--- config.mk ---
export PLATFORM = sky130hd
export DESIGN_NAME = intersection_sched_flat
export DESIGN_NICKNAME = d
export VERILOG_FILES = /design/src/rtl/intersection_sched_if.sv /design/src/rtl/intersection_sched.sv /design/src/flat_wrapper.sv
export SDC_FILE = /design/constraint.sdc
export NUM_CORES = 1
export LEC_CHECK = 0
export CAP_MARGIN = 40
export CELL_PAD_IN_SITES_DETAIL_PLACEMENT = 1
export CELL_PAD_IN_SITES_GLOBAL_PLACEMENT = 2
export CORE_MARGIN = 4
export CORE_UTILIZATION = 36
export CTS_BUF_LIST = sky130_fd_sc_hd__clkbuf_4 sky130_fd_sc_hd__clkbuf_8
export DETAILED_ROUTE_END_ITERATION = 12
export PLACE_DENSITY_LB_ADDON = 0.1
export SLEW_MARGIN = 10
export SYNTH_ARGS = -nofsm -noshare
export SYNTH_HDL_FRONTEND = slang
export SYNTH_SLANG_ARGS = --single-unit
--- constraint.sdc ---
create_clock -name CLOCK_50 -period 2.5 [get_ports CLOCK_50]
set_clock_uncertainty 0.05 [all_clocks]
set_input_delay 0.5 -clock CLOCK_50 [delete_from_list [all_inputs] [get_ports CLOCK_50]]
set_output_delay 0.5 -clock CLOCK_50 [all_outputs]
set_load 0.01 [all_outputs]
--- src/rtl/intersection_sched_if.sv ---
// Interface bundling the tick/sensor inputs and lamp/debug outputs of intersection_sched.
// With TL_NIGHT_FLASH_EN defined it also carries the night-mode request.
interface intersection_sched_if;
  logic       tick_1hz;
  logic       car_ew;
  logic       ped_req;
`ifdef TL_NIGHT_FLASH_EN
  logic       night;
`endif
  logic [1:0] ns_light;
  logic [1:0] ew_light;
  logic       walk;
  logic [3:0] sec_out;
  logic [2:0] phase;

`ifdef TL_NIGHT_FLASH_EN
  modport master (output tick_1hz, car_ew, ped_req, night,
                  input  ns_light, ew_light, walk, sec_out, phase);
  modport slave  (input  tick_1hz, car_ew, ped_req, night,
                  output ns_light, ew_light, walk, sec_out, phase);
`else
  modport master (output tick_1hz, car_ew, ped_req,
                  input  ns_light, ew_light, walk, sec_out, phase);
  modport slave  (input  tick_1hz, car_ew, ped_req,
                  output ns_light, ew_light, walk, sec_out, phase);
`endif
endinterface

--- src/rtl/intersection_sched.sv ---
// Demand-driven two-road phase scheduler with pedestrian WALK; NS rests in green.
// Defining TL_NIGHT_FLASH_EN adds a night input and the flashing-yellow FLASH phase.
module intersection_sched #(
  parameter int GREEN_MIN = 5,
  parameter int GREEN_MAX = 10,
  parameter int YELLOW_T  = 3,
  parameter int ALLRED_T  = 1,
  parameter int WALK_T    = 6
) (
  input  logic                CLOCK_50,
  input  logic                rst_n,
  intersection_sched_if.slave bus
);

  typedef enum logic [2:0] {
    ALL_RED   = 3'd0,
    NS_GREEN  = 3'd1,
    NS_YELLOW = 3'd2,
    EW_GREEN  = 3'd3,
    EW_YELLOW = 3'd4,
    WALK      = 3'd5,
    FLASH     = 3'd6
  } state_t;

  localparam logic [3:0] ALLRED_LD = 4'(ALLRED_T - 1);
  localparam logic [3:0] YELLOW_LD = 4'(YELLOW_T - 1);
  localparam logic [3:0] WALK_LD   = 4'(WALK_T - 1);
  localparam logic [4:0] MIN_E     = 5'(GREEN_MIN);
  localparam logic [4:0] MAX_E     = 5'(GREEN_MAX);

  localparam logic [1:0] L_OFF    = 2'b00;
  localparam logic [1:0] L_GREEN  = 2'b01;
  localparam logic [1:0] L_YELLOW = 2'b10;
  localparam logic [1:0] L_RED    = 2'b11;

  state_t     state, state_d;
  logic       nxt, nxt_d;
  logic [3:0] timer, timer_d;
  logic [3:0] elapsed, elapsed_d;
  logic       ew_pend, ew_pend_d;
  logic       ped_pend, ped_pend_d;
  logic       flash_on, flash_on_d;
  logic [4:0] e;
  logic       night_in;

  logic [1:0] ns_light_r, ew_light_r;
  logic       walk_r;
  logic [3:0] sec_r;
  logic [2:0] phase_r;

`ifdef TL_NIGHT_FLASH_EN
  assign night_in = bus.night;
`else
  assign night_in = 1'b0;
`endif

  function automatic logic [1:0] road_light(state_t s, state_t g, state_t y, logic fl);
    if (s == g)          return L_GREEN;
    else if (s == y)     return L_YELLOW;
    else if (s == FLASH) return fl ? L_YELLOW : L_OFF;
    else                 return L_RED;
  endfunction

  function automatic logic [3:0] sat_inc(logic [3:0] v);
    return (v == 4'hF) ? v : v + 4'd1;
  endfunction

  function automatic logic [3:0] sec_value(state_t s, logic [3:0] tmr, logic [3:0] el);
    case (s)
      NS_GREEN, EW_GREEN: return el;
      FLASH:              return 4'd0;
      default:            return tmr;
    endcase
  endfunction

  // Green exit thresholds count the tick being processed.
  assign e = {1'b0, elapsed} + 5'd1;

  always_comb begin
    state_d    = state;
    nxt_d      = nxt;
    timer_d    = timer;
    elapsed_d  = elapsed;
    flash_on_d = flash_on;
    if (bus.tick_1hz) begin
      case (state)
        ALL_RED: begin
          if (timer != 4'd0) begin
            timer_d = timer - 4'd1;
          end else if (night_in) begin
            state_d    = FLASH;
            flash_on_d = 1'b1;
          end else if (ped_pend) begin
            state_d = WALK;
            timer_d = WALK_LD;
          end else if (nxt && ew_pend) begin
            state_d   = EW_GREEN;
            elapsed_d = 4'd0;
          end else begin
            state_d   = NS_GREEN;
            elapsed_d = 4'd0;
          end
        end
        NS_GREEN: begin
          if (e >= MIN_E && (ew_pend || ped_pend)) begin
            state_d = NS_YELLOW;
            timer_d = YELLOW_LD;
          end else begin
            elapsed_d = sat_inc(elapsed);
          end
        end
        EW_GREEN: begin
          if (e >= MAX_E || (e >= MIN_E && (!bus.car_ew || ped_pend))) begin
            state_d = EW_YELLOW;
            timer_d = YELLOW_LD;
          end else begin
            elapsed_d = sat_inc(elapsed);
          end
        end
        NS_YELLOW, EW_YELLOW, WALK: begin
          if (timer != 4'd0) begin
            timer_d = timer - 4'd1;
          end else begin
            state_d = ALL_RED;
            timer_d = ALLRED_LD;
            if (state == NS_YELLOW)      nxt_d = 1'b1;
            else if (state == EW_YELLOW) nxt_d = 1'b0;
          end
        end
        FLASH: begin
          if (!night_in) begin
            state_d = ALL_RED;
            nxt_d   = 1'b0;
            timer_d = ALLRED_LD;
          end else begin
            flash_on_d = ~flash_on;
          end
        end
        default: begin
          state_d = ALL_RED;
          timer_d = ALLRED_LD;
        end
      endcase
    end
  end

  // Demand latches collect every cycle; clearing on phase entry wins over a same-cycle set.
  always_comb begin
    ew_pend_d  = ew_pend | (bus.car_ew & (state != EW_GREEN));
    ped_pend_d = ped_pend | (bus.ped_req & (state != WALK));
    if (state_d == EW_GREEN && state != EW_GREEN) ew_pend_d = 1'b0;
    if (state_d == WALK && state != WALK)         ped_pend_d = 1'b0;
  end

  always_ff @(posedge CLOCK_50 or negedge rst_n) begin
    if (!rst_n) begin
      state    <= ALL_RED;
      nxt      <= 1'b0;
      timer    <= ALLRED_LD;
      elapsed  <= 4'd0;
      ew_pend  <= 1'b0;
      ped_pend <= 1'b0;
      flash_on <= 1'b0;
    end else begin
      state    <= state_d;
      nxt      <= nxt_d;
      timer    <= timer_d;
      elapsed  <= elapsed_d;
      ew_pend  <= ew_pend_d;
      ped_pend <= ped_pend_d;
      flash_on <= flash_on_d;
    end
  end

  // Output stage: lamps and debug lag the phase registers by one cycle.
  always_ff @(posedge CLOCK_50 or negedge rst_n) begin
    if (!rst_n) begin
      ns_light_r <= L_RED;
      ew_light_r <= L_RED;
      walk_r     <= 1'b0;
      sec_r      <= ALLRED_LD;
      phase_r    <= 3'd0;
    end else begin
      ns_light_r <= road_light(state, NS_GREEN, NS_YELLOW, flash_on);
      ew_light_r <= road_light(state, EW_GREEN, EW_YELLOW, flash_on);
      walk_r     <= (state == WALK);
      sec_r      <= sec_value(state, timer, elapsed);
      phase_r    <= state;
    end
  end

  assign bus.ns_light = ns_light_r;
  assign bus.ew_light = ew_light_r;
  assign bus.walk     = walk_r;
  assign bus.sec_out  = sec_r;
  assign bus.phase    = phase_r;

endmodule

--- src/flat_wrapper.sv ---
// flat-port wrapper written by rule: the top's interface ports become plain ports
module intersection_sched_flat 
#(
  parameter int GREEN_MIN = 5,
  parameter int GREEN_MAX = 10,
  parameter int YELLOW_T  = 3,
  parameter int ALLRED_T  = 1,
  parameter int WALK_T    = 6
)
  (CLOCK_50, rst_n, bus_tick_1hz, bus_car_ew, bus_ped_req, bus_ns_light, bus_ew_light, bus_walk, bus_sec_out, bus_phase);
  intersection_sched_if bus_i ();
  input  logic CLOCK_50;
  input  logic rst_n;
  input wire logic [$bits(bus_i.tick_1hz)-1:0] bus_tick_1hz;
  input wire logic [$bits(bus_i.car_ew)-1:0] bus_car_ew;
  input wire logic [$bits(bus_i.ped_req)-1:0] bus_ped_req;
  output wire logic [$bits(bus_i.ns_light)-1:0] bus_ns_light;
  output wire logic [$bits(bus_i.ew_light)-1:0] bus_ew_light;
  output wire logic [$bits(bus_i.walk)-1:0] bus_walk;
  output wire logic [$bits(bus_i.sec_out)-1:0] bus_sec_out;
  output wire logic [$bits(bus_i.phase)-1:0] bus_phase;
  assign bus_i.tick_1hz = bus_tick_1hz;
  assign bus_i.car_ew = bus_car_ew;
  assign bus_i.ped_req = bus_ped_req;
  assign bus_ns_light = bus_i.ns_light;
  assign bus_ew_light = bus_i.ew_light;
  assign bus_walk = bus_i.walk;
  assign bus_sec_out = bus_i.sec_out;
  assign bus_phase = bus_i.phase;
  intersection_sched #(.GREEN_MIN(GREEN_MIN), .GREEN_MAX(GREEN_MAX), .YELLOW_T(YELLOW_T), .ALLRED_T(ALLRED_T), .WALK_T(WALK_T)) u_core (.CLOCK_50(CLOCK_50), .rst_n(rst_n), .bus(bus_i));
endmodule
==> out/qor_table.md, run 1 <==
| Step | Metric | Value |
|---|---|---|
| routing | Number of detailed-route iterations in the first pass | 4 |
| sta | PnR worst setup slack | 0.215 ns |
| synthesis | Most used DFF post-synth | sky130_fd_sc_hd__dfrtp_1 |
| synthesis | Number of enable-type register cells in the synthesized netlist | 0 |
| synthesis | Biggest area consumer among synthesized cells | sky130_fd_sc_hd__dfrtp_1 |
| sta | Clock period minus final worst setup slack | 2.29 ns |
| clock network | Worst-case clock buffer depth | 2 |
| power and ir drop | Worst-case vdd ir drop | 0.484 mV |
| power and ir drop | Leakage | 0.720 nW |
| routing | Top layer reached by signal wires | met4 |
| place | Half-perimeter wire length of the detailed placement result | 2870 um |
| global routing | GRT Util Overall | 16.5% |
| synthesis | Average size of a mapped cell | 9.67 um2 |
| critical path | Crit end category | flop |
| critical path | Crit path max fanout | 6 |
| clock network | Clock root buffer | sky130_fd_sc_hd__clkbuf_8 |
| routing | Residual DRC | 0 |
| routing | Via Count | 1230 |
| place | Placement-stage cell area | 1670 um2 |
| worst hold path | Startpoint of the worst hold path | u_core.state[0]$_DFF_PN0_ |
| synthesis | Distinct cell type count after synthesis | 48 |
| routing | Total Wirelength | 3850 um |
| synthesis | Part of the Yosys area used for sequential elements | 46.1% |
| global routing | Global-route wire length before repair | 6730 um |
| global routing | Aggregate global routing overflow | 0 |
| clock network | Reg clk slew, reported paths | 0.09 ns |
| global routing | Maximum number of pins on one net before global-route repair | 27 |
| global routing | Via count of the first global-routing pass | 1328 |
| sta | Measured slew at the worst slew-check pin | 0.523 ns |
| sta | Setup violation total in the final timing report | 0 |
| critical path | CP Launch Type | flop |
| critical path | Required time reported for the critical path endpoint | 2.60 ns |
| clock network | Inserted Clock Buffers | 3 |
| sta | Maximum operating frequency | 438 MHz |
| clock network | CTS Hold Bufs | 0 |
| power and ir drop | Cell Pwr Density | 1170 nW/um2 |
| worst hold path | Hold endpoint | u_core.bus.ns_light[0]$_DFF_PN1_ |
| flow run | Max-cap violations | 0 |
| cells and area | Final instance area | 1750 um2 |
| critical path | Crit Reg-Reg Startpoint | u_core.elapsed[0]$_DFFE_PN0P_ |
| place | Port Buffers | 16 |
| floorplan | Number of core rows | 22 |
| floorplan | Die span in x | 70.8 um |
| routing | Routed wire per std cell | 17.7 um |
| synthesis | Number of register bits inferred by synthesis | 26 |
| place | Final GP Congestion | 0.841 |
| synthesis | Area share of the largest cell type after synthesis | 38.7% |
| routing | Average via count per standard cell | 5.67 |
| worst hold path | Type of the most critical hold path | reg -> reg |
| sta | Worst slew margin relative to its limit | 65.0% |
| outcome | Outcome | completed |
| routing | Drt first-iter violations | 84 |
| clock network | Count of H-tree levels built during CTS | 1 |
| routing | Routed met1 length | 1840 um |
| routing | Routed length on met2 | 1850 um |
| routing | Length of routed met3 wiring | 127 um |
| synthesis | Biggest area contributors in the synthesized netlist | sky130_fd_sc_hd__dfrtp_1 39%, sky130_fd_sc_hd__dfstp_2 7.4%, sky130_fd_sc_hd__a21oi_1 4.6% |
| critical path | R2r setup slk | 0.21 ns |
| clock network | Source-to-sink clock delay at the later pin of the worst-skew pair | 0.28 ns |
| sta | RSZ-0062 raised after global routing | false |
| critical path | Depth of the most critical reg-to-reg path | 8 |
| floorplan | Floorplan Core Area | 3740 um2 |
| synthesis | Cell count after synthesis | 147 |
| cells and area | Ant diodes | 0 |
| critical path | Class of the most critical setup path | reg -> reg |
| critical path | Worst R2R End | u_core.ped_pend$_DFF_PN0_ |
| synthesis | Async SR Flop Fraction | 100% |
| clock network | Clock tree from TritonCTS | done |
| floorplan | Starting density of the core | 38.0% |
| synthesis | Number of warning messages in the yosys log | 0 |
| sta | Final hold violations | 0 |
| cells and area | Final layout net count | 179 |
| synthesis | Total nets after synthesis | 156 |
| worst hold path | Cell count of the worst hold path | 2 |
| floorplan | I/O pin count | 17 |
| cells and area | Synthesis-to-finish area growth | 22.9% |
| sta | Post-route fraction of the period consumed by the critical path | 91.4% |
| sta | Final number of max-transition violations | 0 |
| global routing | Antenna violations before repair | 0 |
| sta | Final setup TNS | 0 ns |
| critical path | Endpoint arrival time on the critical path | 2.39 ns |
| synthesis | Synthesized cell area | 1420 um2 |
| clock network | Number of clock sinks | 26 |
| place | Dpl ws | 0.135 ns |
| cells and area | Ratio of cells with drive above 1 in the final layout | 17.8% |
| floorplan | DIE AREA | 5020 um2 |
| clock network | Setup Fix Bufs, Post-CTS | 0 |
| routing | Post-route ant nets | 0 |
| floorplan | DIE HEIGHT | 70.8 um |
what timing repair did:
item / in CTS / in global routing
setup endpoints to repair: 0 / 1
resized for setup: 0 / 1
endpoints found under the hold margin: 0 / 0
critical path: stages (launching register included):
cell                       delay, ns
sky130_fd_sc_hd__dfrtp_1        0.48
sky130_fd_sc_hd__ha_1           0.32
sky130_fd_sc_hd__nand3b_1       0.11
sky130_fd_sc_hd__a31oi_1        0.10
sky130_fd_sc_hd__o21bai_1       0.26
sky130_fd_sc_hd__nand4_1        0.30
sky130_fd_sc_hd__a31o_2         0.35
sky130_fd_sc_hd__inv_1          0.07
sky130_fd_sc_hd__a41oi_1        0.11
how the worst max path moves through the flow:
stage,startpoint,to,slack (ns),cells past startpoint
after floorplan,u_core.elapsed[0]$_DFFE_PN0P_,u_core.ped_pend$_DFF_PN0_,0.54,8
after global placement,bus_car_ew,u_core.ped_pend$_DFF_PN0_,0.21,7
after detailed placement,bus_car_ew,u_core.ped_pend$_DFF_PN0_,0.13,7
after CTS,u_core.elapsed[1]$_DFFE_PN0P_,u_core.ped_pend$_DFF_PN0_,0.23,8
after global routing,u_core.elapsed[1]$_DFFE_PN0P_,u_core.ped_pend$_DFF_PN0_,0.04,9
final,u_core.elapsed[0]$_DFFE_PN0P_,u_core.ped_pend$_DFF_PN0_,0.21,8
layout by cell type, fill, tap and decap left out, types with 2 or more instances in the layout:
master                            netlist  final
sky130_fd_sc_hd__ha_1                   4      4
sky130_fd_sc_hd__clkdlybuf4s50_1        0     16
sky130_fd_sc_hd__o21ai_0                6      6
sky130_fd_sc_hd__a211o_1                2      2
sky130_fd_sc_hd__nand2b_1               5      5
sky130_fd_sc_hd__o211ai_1               2      2
sky130_fd_sc_hd__dfrtp_1               22     22
sky130_fd_sc_hd__nor3_1                 3      3
sky130_fd_sc_hd__clkbuf_8               0      3
sky130_fd_sc_hd__a31oi_1                3      3
sky130_fd_sc_hd__nor2_1                10     10
sky130_fd_sc_hd__o22a_1                 2      2
sky130_fd_sc_hd__inv_1                 10     10
sky130_fd_sc_hd__nand4_1                2      2
sky130_fd_sc_hd__a41oi_1                2      2
sky130_fd_sc_hd__o22ai_1                2      2
sky130_fd_sc_hd__nand3_1                6      6
sky130_fd_sc_hd__buf_4                  0      7
sky130_fd_sc_hd__nand2_1               10     10
sky130_fd_sc_hd__a221oi_1               2      2
sky130_fd_sc_hd__nor4_2                 2      2
sky130_fd_sc_hd__a21oi_1               13     12
sky130_fd_sc_hd__dfstp_2                4      4
sky130_fd_sc_hd__o21ai_1                3      3
sky130_fd_sc_hd__inv_2                  3      3
cell families (layout without fill, tap and decap cells):
group / Yosys count / count (layout) / synth area share, %
buffers and inverters: 18 / 40 / 5.02
adders and majority gates: 4 / 4 / 3.52
AOI/OAI and AO/OA: 48 / 48 / 23.9
DFF: 26 / 26 / 46.1
muxes: 1 / 1 / 0.704
and+or+nand+nor: 50 / 50 / 20.8
synth_stat cells, types with 2 or more instances:
cell type and instances:
sky130_fd_sc_hd__clkbuf_1 2, sky130_fd_sc_hd__o211ai_1 2, sky130_fd_sc_hd__buf_2 3, sky130_fd_sc_hd__inv_1 10, sky130_fd_sc_hd__nand2b_1 5, sky130_fd_sc_hd__dfstp_2 4
sky130_fd_sc_hd__nand4_1 2, sky130_fd_sc_hd__ha_1 4, sky130_fd_sc_hd__nand3_1 6, sky130_fd_sc_hd__o21ai_1 3, sky130_fd_sc_hd__nor2_1 10, sky130_fd_sc_hd__a41oi_1 2
sky130_fd_sc_hd__a21oi_1 13, sky130_fd_sc_hd__o21ai_0 6, sky130_fd_sc_hd__inv_2 3, sky130_fd_sc_hd__nand2_1 10, sky130_fd_sc_hd__o22ai_1 2, sky130_fd_sc_hd__o22a_1 2
sky130_fd_sc_hd__nor4_2 2, sky130_fd_sc_hd__a211o_1 2, sky130_fd_sc_hd__dfrtp_1 22, sky130_fd_sc_hd__a221oi_1 2, sky130_fd_sc_hd__a31oi_1 3, sky130_fd_sc_hd__nor3_1 3
where the power goes:
group          leakage, nW  internal, mW  total [mW]  switching, mW
logic                0.382         0.441       0.960          0.519
registers            0.302         0.575       0.727          0.153
clock network       0.0357         0.214       0.355          0.141
total                0.720          1.23        2.04          0.812
flip-flops by register name, summed over array words and instances (netlist names):
name / count
u_core.bus.ns_light: 2
u_core.bus.phase: 3
u_core.timer: 4
u_core.ew_pend: 1
u_core.nxt: 1
u_core.elapsed: 4
u_core.ped_pend: 1
u_core.bus.ew_light: 2
u_core.state: 3
u_core.bus.sec_out: 4
u_core.bus.walk: 1
metal layers:
metal	global-route usage, %	vias to the layer above
met2	26.4	21
met3	2.13	5
li1	-	583
met1	23.4	621
met5	0	-
met4	5.01	0
final cells by class:
class / count / area, um2
Sequential cell: 26 / 656
Clock buffer: 3 / 41.3
Tap cell: 48 / 60.1
Multi-Input combinational cell: 103 / 698
Timing Repair Buffer: 23 / 213
Fill cell: 433 / 2000
Clock inverter: 1 / 30.0
Inverter: 13 / 48.8
through the flow:
step	hold WS (ns)	power, mW	utilization (%)	cells
after floorplan	0.154	1.30	-	147
after global placement	0.443	1.67	44.7	213
after detailed placement	0.460	1.70	44.7	213
after CTS	0.484	2.06	46.6	217
after global routing	0.517	2.20	46.7	217
final	0.482	2.04	46.7	217
No activity file was read; power rests on OpenSTA's default activity.
==> run 2, diff against run 1 <==
- SETUP_SLACK_MARGIN: default -> 0.02
==> results of run 2 <==
No change in the layout: final DEF, timing and power equal those of run 1.
